**config.mk**
```make
export PLATFORM = sky130hd
export DESIGN_NAME = mux_4x1_16bit_flat
export DESIGN_NICKNAME = d
export VERILOG_FILES = /design/src/rtl/mux_4x1_16bit_if.sv /design/src/rtl/mux_4x1_16bit.sv /design/src/flat_wrapper.sv
export SDC_FILE = /design/constraint.sdc
export NUM_CORES = 1
export LEC_CHECK = 0
export CELL_PAD_IN_SITES_DETAIL_PLACEMENT = 1
export CELL_PAD_IN_SITES_GLOBAL_PLACEMENT = 1
export CORE_ASPECT_RATIO = 1.1
export CORE_UTILIZATION = 25
export DETAILED_ROUTE_END_ITERATION = 7
export GPL_ROUTABILITY_DRIVEN = 0
export PLACE_DENSITY_LB_ADDON = 0.1
export SKIP_CTS_REPAIR_TIMING = 1
export SLEW_MARGIN = 20
export SYNTH_ARGS = -nofsm -noshare
export SYNTH_HDL_FRONTEND = slang
export SYNTH_SLANG_ARGS = --single-unit
```
**constraint.sdc**
```tcl
create_clock -name clk -period 2.1 [get_ports clk]
set_input_delay 0.315 -clock clk [delete_from_list [all_inputs] [get_ports clk]]
set_output_delay 0.315 -clock clk [all_outputs]
set_load 0.005 [all_outputs]
```
**src/rtl/mux_4x1_16bit_if.sv**
```systemverilog
// Bus bundle for the registered 4-to-1 16-bit selector.
// The y_zero/y_neg flag signals exist only when MUX_4X1_16BIT_FLAGS_EN is defined.
interface mux_4x1_16bit_if;
  localparam int unsigned DATA_W = 16;
  localparam int unsigned SEL_W  = 2;

  logic              en;
  logic [DATA_W-1:0] i0;
  logic [DATA_W-1:0] i1;
  logic [DATA_W-1:0] i2;
  logic [DATA_W-1:0] i3;
  logic [SEL_W-1:0]  select;
  logic [DATA_W-1:0] y;
  logic              y_valid;
`ifdef MUX_4X1_16BIT_FLAGS_EN
  logic              y_zero;
  logic              y_neg;

  modport master (output en, i0, i1, i2, i3, select,
                  input  y, y_valid, y_zero, y_neg);
  modport slave  (input  en, i0, i1, i2, i3, select,
                  output y, y_valid, y_zero, y_neg);
`else
  modport master (output en, i0, i1, i2, i3, select,
                  input  y, y_valid);
  modport slave  (input  en, i0, i1, i2, i3, select,
                  output y, y_valid);
`endif
endinterface

```
**src/rtl/mux_4x1_16bit.sv**
```systemverilog
// Registered 4-to-1 selector for 16-bit datapath words with capture enable.
// Optional zero/sign flags of the registered word via MUX_4X1_16BIT_FLAGS_EN.
module mux_4x1_16bit (
  input  logic            clk,
  input  logic            reset,
  mux_4x1_16bit_if.slave  bus
);
  localparam int unsigned DATA_W = 16;

  logic [DATA_W-1:0] sel_word_c;

  // Full decode of the select lines; every code maps to exactly one input.
  always_comb begin
    sel_word_c = '0;
    case (bus.select)
      2'd0: sel_word_c = bus.i0;
      2'd1: sel_word_c = bus.i1;
      2'd2: sel_word_c = bus.i2;
      2'd3: sel_word_c = bus.i3;
    endcase
  end

  // Output register; hold when en is low, clear asynchronously on reset.
  always_ff @(posedge clk or posedge reset) begin
    if (reset) begin
      bus.y       <= '0;
      bus.y_valid <= 1'b0;
    end else if (bus.en) begin
      bus.y       <= sel_word_c;
      bus.y_valid <= 1'b1;
    end
  end

`ifdef MUX_4X1_16BIT_FLAGS_EN
  // Flags are captured alongside y from the same word so they never disagree with it.
  always_ff @(posedge clk or posedge reset) begin
    if (reset) begin
      bus.y_zero <= 1'b1;
      bus.y_neg  <= 1'b0;
    end else if (bus.en) begin
      bus.y_zero <= (sel_word_c == DATA_W'(0));
      bus.y_neg  <= sel_word_c[DATA_W-1];
    end
  end
`endif

endmodule

```
**src/flat_wrapper.sv**
```systemverilog
// flat-port wrapper written by rule: the top's interface ports become plain ports
module mux_4x1_16bit_flat 
  (clk, reset, bus_en, bus_i0, bus_i1, bus_i2, bus_i3, bus_select, bus_y, bus_y_valid);
  mux_4x1_16bit_if bus_i ();
  input  logic clk;
  input  logic reset;
  input wire logic [$bits(bus_i.en)-1:0] bus_en;
  input wire logic [$bits(bus_i.i0)-1:0] bus_i0;
  input wire logic [$bits(bus_i.i1)-1:0] bus_i1;
  input wire logic [$bits(bus_i.i2)-1:0] bus_i2;
  input wire logic [$bits(bus_i.i3)-1:0] bus_i3;
  input wire logic [$bits(bus_i.select)-1:0] bus_select;
  output wire logic [$bits(bus_i.y)-1:0] bus_y;
  output wire logic [$bits(bus_i.y_valid)-1:0] bus_y_valid;
  assign bus_i.en = bus_en;
  assign bus_i.i0 = bus_i0;
  assign bus_i.i1 = bus_i1;
  assign bus_i.i2 = bus_i2;
  assign bus_i.i3 = bus_i3;
  assign bus_i.select = bus_select;
  assign bus_y = bus_i.y;
  assign bus_y_valid = bus_i.y_valid;
  mux_4x1_16bit u_core (.clk(clk), .reset(reset), .bus(bus_i));
endmodule
```
==> run summary <==
Worst EP required = 2250 ps
Syn Nets = 163
ratio of cells with drive above 1 in the final layout = 0.0511
max-slew violations = 0
crit path to = u_core.bus.y[1]
HPWL reported at the end of detailed placement = 2860 um
cell area after synthesis = 0.00111 mm2
RSZ-0062 raised after global routing = false
grt met2 use = 0.299
RR Startpoint = u_core.bus.y_valid
Switch Pwr = 246 uW
Mapped Cells = 94
Die W = 65.6 um
per-cell routed wire length = 15.8 um
min setup slack post-route = 464 ps
initial antenna violation count = 0
Worst Reg-to-Reg Cells = 1
htree depth = 1
number of remaining DRC errors = 0
final WL = 3640 um
Pre-antenna DRT Iters = 4
period utilization = 0.779
Sequential Power Share = 0.397
io pins = 86
ANT cells = 0
# Max-Cap Violations = 0
Area growth syn-to-layout = 80.5%
gr usage total = 0.160
largest family of logic cells by synthesized area = multiplexers
Hold Worst Slack = 470 ps
antenna-violating nets left = 0
fmax = 0.611 GHz
Seq cells post-synth = 17
skew final = 0 ps
RR Endpoint = u_core.bus.y_valid
dpl cell area = 0.00196 mm2
internal power = 737 uW
largest net degree at the start of global routing = 19
Initial Utilization = 0.259
CTS root buf = clkbuf_8
Least-Margin Pin Slew = 654 ps
Synth Area in Compound Gates = 0.132
post-synthesis adder-cell area fraction = 0
TritonCTS sink count = 17
met3 usage = 0.0362
vias = 1,082
Site Rows = 25
sequential share of the synthesized area = 0.383
remaining global-route overflow = 0
kind of start point of the critical path = primary input
total CTS buffers = 3
Setup crit end kind = flop
die height = 71.9 um
leak pwr = 0.000843 uW
number of global-route vias before repair = 1,256
syn avg cell area = 11.8 um2
Fin. Hold Viols = 0
post-synthesis mux area share = 0.288
worst-path fanout max = 16
dpl ws = 153 ps
first-pass GRT wire length = 5820 um
hold crit path type = primary input to async pin
peak supply drop = 0.245 mV
Core ar. = 0.00429 mm2
clock tree buffer depth = 2
setup slack, reg-to-reg = 1340 ps
Sw Share = 0.250
Final Setup Violations = 0
status = finished, final reports clean
Distinct cells, synth = 14
synthesized-area fraction occupied by xor and xnor cells = 0
Min Clock Period, post-route = 1640 ps
initial detailed-routing violation count = 43
die area = 0.00472 mm2
GR peak layer = met2
GRT met1 Usage = 0.187
setup TNS = 0 ps
final net count = 246
Final Cell Area = 0.00201 mm2
Synth warnings = 0
Worst EP arrival = 1780 ps
Crit Path Category = primary input to flop
# port buffers = 85
Setup crit start = bus_en
PD cells = 490 mW/mm2
vias per cell = 4.70
Comb power frac = 0.351
CTS tree = built
simple-gate share of the synthesized area = 0.111
Worst-path clk slew = 70 ps
Clock power frac = 0.252
Rel. slew slack = 0.563
clk_lat worst skew = 240 ps
-- worst max-delay path, cell delays in order --
cell	delay, ps
clkdlybuf4s50_1	690
nand2_1	460
o221ai_1	320
-- power groups by stage --
stage	Combinational [uW]	Clock (uW)	Sequential, uW
floorplan	124	0	395
global placement	343	0	395
detailed placement	351	0	396
CTS	352	253	391
global route	375	268	394
finish	345	247	390
-- metrics by stage --
step,utilization,instances,power [uW]
2_1_floorplan,-,94,519
3_5_place_dp,0.458,226,747
4_1_cts,0.468,230,996
3_3_place_gp,0.458,226,738
5_1_grt,0.468,230,1040
6_report,0.468,230,983
-- cell families after synthesis --
group	Yosys count
simple gates	19
flops	17
compound gates	16
buf+inv	10
mux	32
-- placed cells by master, fill, tap and decap left out --
| cell type | synthesis | routed |
|---|---|---|
| clkdlybuf4s50_1 | 0 | 84 |
| mux2i_1 | 32 | 32 |
| dfrtp_1 | 17 | 17 |
| nand2b_1 | 16 | 16 |
| o221ai_1 | 15 | 15 |
| clkbuf_8 | 0 | 3 |
| nand2b_4 | 1 | 1 |
| nand2_1 | 1 | 1 |
| o221ai_2 | 1 | 1 |
| inv_1 | 1 | 1 |
| or2_2 | 1 | 1 |
| clkbuf_1 | 1 | 1 |
| buf_2 | 1 | 1 |
| buf_12 | 0 | 1 |
| buf_4 | 1 | 1 |
-- area by class of cell --
cell class                 instances  area, um2
fill                             467       2280
timing repair buffer              87        873
multi-input combinational         67        591
sequential                        17        425
tap                               54       67.6
clock buffer                       4       45.0
inverter                           1       3.75
-- synth_stat cells --
cell	number	area, um2
buf_8	2	30.0
o221ai_1	15	131
dfrtp_1	17	425
buf_6	4	45.0
or2_2	1	6.26
nand2b_4	1	13.8
buf_2	1	5.00
buf_4	1	7.51
nand2b_1	16	100
mux2i_1	32	320
inv_1	1	3.75
clkbuf_1	1	3.75
o221ai_2	1	15.0
nand2_1	1	3.75
-- state kept, by name, summed over array words and instances (netlist names) --
name                flops
u_core.bus.y           16
u_core.bus.y_valid      1
-- worst min path at each step --
| stage | startpoint | end | slack, ps | depth (start not counted) |
|---|---|---|---|---|
| after floorplan | reset | u_core.bus.y[0] | 240 | 1 |
| after global placement | u_core.bus.y_valid | u_core.bus.y_valid | 460 | 1 |
| after detailed placement | u_core.bus.y_valid | u_core.bus.y_valid | 460 | 1 |
| after CTS | u_core.bus.y_valid | u_core.bus.y_valid | 480 | 1 |
| after global routing | u_core.bus.y_valid | u_core.bus.y_valid | 490 | 1 |
| final | reset | u_core.bus.y[10] | 470 | 2 |
-- metal layers --
layer / wire, um / up-vias
met5: 0 / -
met3: 263 / 2
met1: 1420 / 520
met4: 13 / 0
met2: 1950 / 41
li1: - / 519
Note: power is estimated with default switching activity, not from simulation.
